--- src/rtl/pic_pkg.sv ---
//------------------------------------------------------------------------------
// Module : pic_pkg
// Brief  : Shared FSM states, command field positions and read-select codes.
// Rev    : 1.0
//------------------------------------------------------------------------------
`default_nettype none

package pic_pkg;

    typedef enum logic [2:0] {
        S_ICW1  = 3'd0,
        S_ICW2  = 3'd1,
        S_ICW3  = 3'd2,
        S_ICW4  = 3'd3,
        S_READY = 3'd4
    } pic_state_t;

    // Bit positions within the low command byte
    localparam int BIT_IC4       = 0;
    localparam int BIT_SNGL      = 1;
    localparam int BIT_RIS       = 0;
    localparam int BIT_RR        = 1;
    localparam int BIT_POLL      = 2;
    localparam int BIT_ICW1_SEL  = 4;
    localparam int BIT_SMM       = 5;
    localparam int BIT_ESMM      = 6;
    localparam int BIT_OCW3_RSVD = 7;

    localparam logic [1:0] OCW_SEL_OCW2 = 2'b00;
    localparam logic [1:0] OCW_SEL_OCW3 = 2'b01;

    localparam logic RR_IRR = 1'b0;
    localparam logic RR_ISR = 1'b1;

    function automatic pic_state_t after_icw2(input logic [7:0] icw1_word);
        if (!icw1_word[BIT_SNGL])
            return S_ICW3;
        else if (icw1_word[BIT_IC4])
            return S_ICW4;
        else
            return S_READY;
    endfunction

endpackage

`default_nettype wire

--- src/rtl/pic_cmd_ctrl_if.sv ---
//------------------------------------------------------------------------------
// Module : pic_cmd_if
// Brief  : CPU-side command/status bus of the PIC (strobes, address, data).
// Rev    : 1.0
//------------------------------------------------------------------------------
`default_nettype none

interface pic_cmd_if #(
    parameter int DATA_W = 8
);
    logic              cs_n;
    logic              rd_n;
    logic              wr_n;
    logic              a0;
    logic [DATA_W-1:0] din;
    logic [DATA_W-1:0] dout;
    logic              dout_oe;

    modport master (
        output cs_n, rd_n, wr_n, a0, din,
        input  dout, dout_oe
    );

    modport slave (
        input  cs_n, rd_n, wr_n, a0, din,
        output dout, dout_oe
    );
endinterface

`default_nettype wire

--- src/rtl/pic_strobe_edge.sv ---
//------------------------------------------------------------------------------
// Module : pic_strobe_edge
// Brief  : Registers a strobe and flags its rising and falling edges.
// Rev    : 1.0
//------------------------------------------------------------------------------
`default_nettype none

module pic_strobe_edge (
    input  logic clk,
    input  logic rst,
    input  logic act,
    output logic act_q,
    output logic rise,
    output logic fall
);
    logic r_act;
    logic r_act_d;

    always_ff @(posedge clk) begin
        if (rst) begin
            r_act   <= 1'b0;
            r_act_d <= 1'b0;
        end else begin
            r_act   <= act;
            r_act_d <= r_act;
        end
    end

    assign act_q = r_act;
    assign rise  = r_act & ~r_act_d;
    assign fall  = ~r_act & r_act_d;
endmodule

`default_nettype wire

--- src/rtl/pic_cmd_ctrl.sv ---
//------------------------------------------------------------------------------
// Module : pic_cmd_ctrl
// Brief  : PIC command/status front end: ICW init FSM, OCW decode, IMR, read mux.
// Rev    : 1.0
//------------------------------------------------------------------------------
`default_nettype none

module pic_cmd_ctrl
    import pic_pkg::*;
#(
    parameter int                DATA_W  = 8,
    parameter logic [DATA_W-1:0] IMR_RST = '0
) (
    input  logic              clk,
    input  logic              rst,
    pic_cmd_if.slave          bus,
    input  logic [DATA_W-1:0] irr,
    input  logic [DATA_W-1:0] isr,
    input  logic [7:0]        poll_word,
    output logic              init_done,
    output logic [7:0]        icw1,
    output logic [7:0]        icw3,
    output logic [7:0]        icw4,
    output logic [4:0]        vec_base,
    output logic [DATA_W-1:0] imr,
    output logic              smm,
    output logic              ocw2_vld,
    output logic [7:0]        ocw2_data,
    output logic              poll_req
);
    logic              w_wr_act, w_rd_act;
    logic              w_wr_q, w_wr_rise, w_wr_fall;
    logic              w_rd_q, w_rd_rise, w_rd_fall;
    logic              w_unused;

    logic [DATA_W-1:0] r_wd;
    logic              r_wa0;
    logic              r_ra0;
    logic [7:0]        w_cmd;
    logic              w_commit, w_icw1_hit;

    pic_state_t        r_state, w_state_nxt;
    logic              w_init_done, w_ld_vec, w_ld_icw3, w_ld_icw4, w_ld_imr;
    logic              w_ocw2, w_ocw3;

    logic [7:0]        r_icw1, r_icw3, r_icw4, r_ocw2_data;
    logic [4:0]        r_vec_base;
    logic [DATA_W-1:0] r_imr;
    logic              r_smm, r_rr_sel, r_poll_pend, r_ocw2_vld, r_poll_req;
    logic [DATA_W-1:0] r_dout, w_rd_mux;
    logic              r_dout_oe;

    // A write strobe masks any coincident read so the read never drives the bus
    assign w_wr_act = ~bus.cs_n & ~bus.wr_n;
    assign w_rd_act = ~bus.cs_n & ~bus.rd_n & ~w_wr_act;

    pic_strobe_edge u_wr_edge (
        .clk   (clk),
        .rst   (rst),
        .act   (w_wr_act),
        .act_q (w_wr_q),
        .rise  (w_wr_rise),
        .fall  (w_wr_fall)
    );

    pic_strobe_edge u_rd_edge (
        .clk   (clk),
        .rst   (rst),
        .act   (w_rd_act),
        .act_q (w_rd_q),
        .rise  (w_rd_rise),
        .fall  (w_rd_fall)
    );

    assign w_unused = ^{w_wr_q, w_wr_rise, w_rd_fall};

    always_ff @(posedge clk) begin
        if (rst) begin
            r_wd  <= '0;
            r_wa0 <= 1'b0;
            r_ra0 <= 1'b0;
        end else begin
            if (w_wr_act) begin
                r_wd  <= bus.din;
                r_wa0 <= bus.a0;
            end
            if (w_rd_act)
                r_ra0 <= bus.a0;
        end
    end

    assign w_cmd      = r_wd[7:0];
    assign w_commit   = w_wr_fall;
    assign w_icw1_hit = w_commit & ~r_wa0 & w_cmd[BIT_ICW1_SEL];

    always_ff @(posedge clk) begin
        if (rst)
            r_state <= S_ICW1;
        else
            r_state <= w_state_nxt;
    end

    always_comb begin
        w_state_nxt = r_state;
        if (w_icw1_hit) begin
            w_state_nxt = S_ICW2;
        end else if (w_commit && r_wa0) begin
            case (r_state)
                S_ICW2:  w_state_nxt = after_icw2(r_icw1);
                S_ICW3:  w_state_nxt = r_icw1[BIT_IC4] ? S_ICW4 : S_READY;
                S_ICW4:  w_state_nxt = S_READY;
                default: w_state_nxt = r_state;
            endcase
        end
    end

    always_comb begin
        w_init_done = (r_state == S_READY);
        w_ld_vec    = w_commit & r_wa0 & (r_state == S_ICW2);
        w_ld_icw3   = w_commit & r_wa0 & (r_state == S_ICW3);
        w_ld_icw4   = w_commit & r_wa0 & (r_state == S_ICW4);
        w_ld_imr    = w_commit & r_wa0 & w_init_done;
        w_ocw2      = w_commit & ~r_wa0 & w_init_done & (w_cmd[4:3] == OCW_SEL_OCW2);
        w_ocw3      = w_commit & ~r_wa0 & w_init_done & (w_cmd[4:3] == OCW_SEL_OCW3)
                      & ~w_cmd[BIT_OCW3_RSVD];
    end

    always_ff @(posedge clk) begin
        if (rst) begin
            r_icw1      <= '0;
            r_icw3      <= '0;
            r_icw4      <= '0;
            r_vec_base  <= '0;
            r_imr       <= IMR_RST;
            r_smm       <= 1'b0;
            r_rr_sel    <= RR_IRR;
            r_poll_pend <= 1'b0;
            r_ocw2_vld  <= 1'b0;
            r_ocw2_data <= '0;
            r_poll_req  <= 1'b0;
        end else begin
            r_ocw2_vld <= w_ocw2;
            r_poll_req <= w_ocw3 & w_cmd[BIT_POLL];
            if (w_rd_rise)
                r_poll_pend <= 1'b0;
            if (w_icw1_hit) begin
                r_icw1      <= w_cmd;
                r_imr       <= IMR_RST;
                r_rr_sel    <= RR_IRR;
                r_smm       <= 1'b0;
                r_poll_pend <= 1'b0;
            end
            if (w_ld_vec)
                r_vec_base <= w_cmd[7:3];
            if (w_ld_icw3)
                r_icw3 <= w_cmd;
            if (w_ld_icw4)
                r_icw4 <= w_cmd;
            if (w_ld_imr)
                r_imr <= r_wd;
            if (w_ocw2)
                r_ocw2_data <= w_cmd;
            if (w_ocw3) begin
                if (w_cmd[BIT_RR])
                    r_rr_sel <= w_cmd[BIT_RIS];
                if (w_cmd[BIT_ESMM])
                    r_smm <= w_cmd[BIT_SMM];
                if (w_cmd[BIT_POLL])
                    r_poll_pend <= 1'b1;
            end
        end
    end

    always_comb begin
        if (r_poll_pend)
            w_rd_mux = DATA_W'(poll_word);
        else if (r_ra0)
            w_rd_mux = r_imr;
        else if (r_rr_sel == RR_ISR)
            w_rd_mux = isr;
        else
            w_rd_mux = irr;
    end

    always_ff @(posedge clk) begin
        if (rst) begin
            r_dout    <= '0;
            r_dout_oe <= 1'b0;
        end else if (w_rd_rise) begin
            r_dout    <= w_rd_mux;
            r_dout_oe <= 1'b1;
        end else begin
            r_dout_oe <= r_dout_oe & w_rd_q;
        end
    end

    assign bus.dout    = r_dout;
    assign bus.dout_oe = r_dout_oe;
    assign init_done   = w_init_done;
    assign icw1        = r_icw1;
    assign icw3        = r_icw3;
    assign icw4        = r_icw4;
    assign vec_base    = r_vec_base;
    assign imr         = r_imr;
    assign smm         = r_smm;
    assign ocw2_vld    = r_ocw2_vld;
    assign ocw2_data   = r_ocw2_data;
    assign poll_req    = r_poll_req;
endmodule

`default_nettype wire

--- src/flat_wrapper.sv ---
// flat-port wrapper written by rule: the top's interface ports become plain ports
module pic_cmd_ctrl_flat import pic_pkg::*;
#(
    parameter int                DATA_W  = 8,
    parameter logic [DATA_W-1:0] IMR_RST = '0
)
  (clk, rst, irr, isr, poll_word, init_done, icw1, icw3, icw4, vec_base, imr, smm, ocw2_vld, ocw2_data, poll_req, bus_cs_n, bus_rd_n, bus_wr_n, bus_a0, bus_din, bus_dout, bus_dout_oe);
  pic_cmd_if #(.DATA_W(DATA_W)) bus_i ();
  input  logic clk;
  input  logic rst;
  input  logic [DATA_W-1:0] irr;
  input  logic [DATA_W-1:0] isr;
  input  logic [7:0] poll_word;
  output logic init_done;
  output logic [7:0] icw1;
  output logic [7:0] icw3;
  output logic [7:0] icw4;
  output logic [4:0] vec_base;
  output logic [DATA_W-1:0] imr;
  output logic smm;
  output logic ocw2_vld;
  output logic [7:0] ocw2_data;
  output logic poll_req;
  input wire logic [$bits(bus_i.cs_n)-1:0] bus_cs_n;
  input wire logic [$bits(bus_i.rd_n)-1:0] bus_rd_n;
  input wire logic [$bits(bus_i.wr_n)-1:0] bus_wr_n;
  input wire logic [$bits(bus_i.a0)-1:0] bus_a0;
  input wire logic [$bits(bus_i.din)-1:0] bus_din;
  output wire logic [$bits(bus_i.dout)-1:0] bus_dout;
  output wire logic [$bits(bus_i.dout_oe)-1:0] bus_dout_oe;
  assign bus_i.cs_n = bus_cs_n;
  assign bus_i.rd_n = bus_rd_n;
  assign bus_i.wr_n = bus_wr_n;
  assign bus_i.a0 = bus_a0;
  assign bus_i.din = bus_din;
  assign bus_dout = bus_i.dout;
  assign bus_dout_oe = bus_i.dout_oe;
  pic_cmd_ctrl #(.DATA_W(DATA_W), .IMR_RST(IMR_RST)) u_core (.clk(clk), .rst(rst), .bus(bus_i), .irr(irr), .isr(isr), .poll_word(poll_word), .init_done(init_done), .icw1(icw1), .icw3(icw3), .icw4(icw4), .vec_base(vec_base), .imr(imr), .smm(smm), .ocw2_vld(ocw2_vld), .ocw2_data(ocw2_data), .poll_req(poll_req));
endmodule
--- config.mk ---
export PLATFORM = sky130hd
export DESIGN_NAME = pic_cmd_ctrl_flat
export DESIGN_NICKNAME = d
export VERILOG_FILES = /design/src/rtl/pic_pkg.sv /design/src/rtl/pic_cmd_ctrl_if.sv /design/src/rtl/pic_strobe_edge.sv /design/src/rtl/pic_cmd_ctrl.sv /design/src/flat_wrapper.sv
export SDC_FILE = /design/constraint.sdc
export NUM_CORES = 1
export LEC_CHECK = 0
export CELL_PAD_IN_SITES_DETAIL_PLACEMENT = 1
export CELL_PAD_IN_SITES_GLOBAL_PLACEMENT = 2
export CORE_UTILIZATION = 25
export DETAILED_ROUTE_END_ITERATION = 10
export PLACE_DENSITY_LB_ADDON = 0.3
export SLEW_MARGIN = 20
export SYNTH_ARGS = -nofsm -noshare
export SYNTH_HDL_FRONTEND = slang
export SYNTH_SLANG_ARGS = --single-unit
--- constraint.sdc ---
create_clock -name clk -period 2 [get_ports clk]
set_input_delay 0.2 -clock clk [delete_from_list [all_inputs] [get_ports clk]]
set_output_delay 0.2 -clock clk [all_outputs]
set_load 0.05 [all_outputs]
==> flow_summary.yaml <==
logic_synthesis:
  syn_area_um2: 3020
  postSynthCellCount: 339
  synth_cell_types: 27
  synth_nets: 377
  synth_seq_cells: 76
  ys_warn_count: 0
  synth-seq-area-share: 0.503
  avgSynthCellArea_um2: 8.92
power:
  p_total_mw: 3.37
  seqPwrFrac: 0.462
  peakVddDrop_uv: 399
  switching_share: 0.219
  cellLeakagePower_nw: 1.63
  switching_power_mw: 0.738
  power.share.clock: 0.475
  power_density_nw_per_um2: 758
  pwr-share-comb: 0.063
  p_int_mw: 2.63
detailed_routing:
  dr.pass1.iters: 7
  ant_nets: 0
  vias: 2697
  wl_per_cell_um: 16.1
  drc_errors: 11
  finalWirelength_um: 9280
  routed_via_density: 4.67
  drt_iter0_markers: 99
layout:
  n_antenna_cell: 0
  area_growth_pct: 47.0
  drive_gt1_frac: 0.0759
  n_fill_cell: 1367
  layout.nets: 469
  stdcell_count: 578
timing:
  setup_tns_ns: 0
  max-slew-margin-rel: 0.558
  timing.fmax_ghz: 0.558
  finalCritPeriodShare: 0.895
  hold_viol: 0
  drv_slew: 0
  finalClockSkew_ns: 0.00590
  timing.final.crit_period_ns: 1.79
  setup_viol: 0
  rsz0062_at_grt: "no"
  worst_pin_slew_ns: 0.664
global_route:
  grt_pass1_vias: 2741
  met2_usage: 0.243
  top_usage_layer: "met2"
  antenna_found_initial: 0
  grt_max_degree: 34
  grt_overflow: 0
  grt.total_usage: 0.153
  grtUsageMet3: 0.0675
  grt_pass1_wl_um: 14700
  grtUsageMet1: 0.187
critical_path:
  endpoint_kind: "flop"
  critPathArrivalTime_ns: 2.02
  path_class: "reg2reg"
  crit_required_ns: 2.23
  crit_path_start_kind: "flop"
  path_max_fanout: 8
  r2r_slack_ns: 0.21
status:
  violations: "DRC"
  status: "complete, but fails checks"
cts:
  cts-buffers-inserted: 9
  htreeDepth: 3
  post_cts_buffers: 0
  cts_resized: 0
  clock_latency_ns: 0.34
  root_buffer: "clkbuf_16"
  holdBufCountCts: 0
  cts_tree: "built"
  clkSinkCount: 76
  clockBufferDepth: 2
  cts.clk_slew.worst_paths_ns: 0.06
worst_hold_path:
  hp-class: "in2reg"
place:
  place_congestion: 0.743
  io_buffers: 95
  dp_hpwl_um: 6530
  dp_cells: 563
floorplan:
  row_count: 39
  ios: 96
  core_area_um2: 11600
  die_w_um: 112
  die_y_um: 112
  die_area_um2: 12500
  start_util: 0.260
run:
  drv_cap: 0
==> sequential cells by signal, summed over array words and instances, names as in the netlist, 3 cells and up <==
| signal | count |
|---|---|
| u_core.icw4 | 8 |
| u_core.icw1 | 8 |
| u_core.r_wd | 8 |
| u_core.imr | 8 |
| u_core.icw3 | 8 |
| u_core.vec_base | 5 |
| u_core.bus.dout | 8 |
| u_core.ocw2_data | 8 |
| u_core.r_state | 3 |
==> worst max-delay path, cell delays in order, from the launching register on <==
cell	delay, ns
dfxtp_1	0.36
or3b_1	0.52
nor3_4	0.48
mux2i_1	0.26
nor2_1	0.06
==> final timing paths <==
path / startpoint / to / depth (start not counted)
hold / removal: rst / u_core.r_ra0$_SDFFE_PP0P_ / 2
setup / recovery: u_core.r_state[1]$_SDFFE_PP0P_ / u_core.ocw2_data[1]$_SDFFE_PP0P_ / 4
setup reg to reg: u_core.r_state[1]$_SDFFE_PP0P_ / u_core.ocw2_data[1]$_SDFFE_PP0P_ / 4
hold reg to reg: u_core.u_rd_edge.r_act_d$_SDFF_PP0_ / u_core.bus.dout_oe$_SDFF_PP0_ / 1
==> power groups by stage <==
stage | Combinational, mW | Sequential (mW) | Clock [mW]
floorplan | 0.0820 | 1.60 | 0
global placement | 0.211 | 1.59 | 0
detailed placement | 0.215 | 1.59 | 0
CTS | 0.217 | 1.56 | 1.65
global route | 0.231 | 1.56 | 1.70
finish | 0.213 | 1.56 | 1.60
==> metal layers <==
layer  routed length [µm]  vias up
met1                 4180     1281
met3                  819       11
met2                 4160       82
met4                  117        0
li1                     -     1323
met5                    0        -
==> cells by family (layout without fill, tap and decap cells) <==
kind of cell | count (synthesis) | after routing | share of synthesized area
and+or+nand+nor | 138 | 138 | 0.213
DFF | 76 | 76 | 0.503
AOI/OAI and AO/OA | 49 | 49 | 0.0902
muxes | 45 | 45 | 0.149
buffers and inverters | 31 | 127 | 0.0451
==> Yosys cell counts <==
cell type,n,share of area
nand3_1,13,0.022
nor4bb_1,2,0.0066
nor4_1,3,0.0062
buf_2,4,0.0066
nor2b_1,7,0.014
a31oi_1,2,0.0041
or3b_1,1,0.0029
buf_6,2,0.0074
nor2_1,44,0.055
nand3b_1,6,0.015
or4b_4,1,0.0046
a21boi_0,1,0.0025
nand2b_1,1,0.0021
a211oi_1,8,0.020
and3_1,1,0.0021
nor3_4,1,0.0054
or3_1,1,0.0021
clkbuf_1,21,0.026
nor3b_1,3,0.0074
nand2_1,53,0.066
or2_2,1,0.0021
inv_1,4,0.0050
o21ai_0,11,0.018
a21oi_1,26,0.043
mux2i_1,45,0.15
dfxtp_1,76,0.50
o21a_1,1,0.0025
==> placed cells by master (no fill, tap or decap), types with 2 or more instances in the layout <==
cell and n:
clkdlybuf4s50_1 93, dfxtp_1 76, nand2_1 53, mux2i_1 45
nor2_1 44, a21oi_1 26, nand3_1 13, buf_4 12
o21ai_0 11, clkbuf_16 9, a211oi_1 8, nor2b_1 7
nand3b_1 6, inv_1 4, nor3b_1 3, nor4_1 3
a31oi_1 2, clkinvlp_4 2, buf_12 2
==> layout make-up <==
class	count	area, µm²	share of cell area
well taps	143	179	0.0402
repair buffers	108	1070	0.240
clock inverters	4	50.0	0.0113
multi-input cells	232	1370	0.309
inverters	4	15.0	0.00338
flip-flops and latches	76	1520	0.342
clock buffers	11	243	0.0546
==> metrics by stage <==
step                 util  worst slack, ns  hold slack, ns  cell area [µm²]
floorplan               -            0.119           0.280             3020
global placement    0.358            0.319           0.429             4150
detailed placement  0.358            0.223           0.456             4150
CTS                 0.383            0.198           0.399             4450
global route        0.383            0.112           0.420             4450
finish              0.383            0.209           0.386             4450
Note: power is estimated with default switching activity, not from simulation.
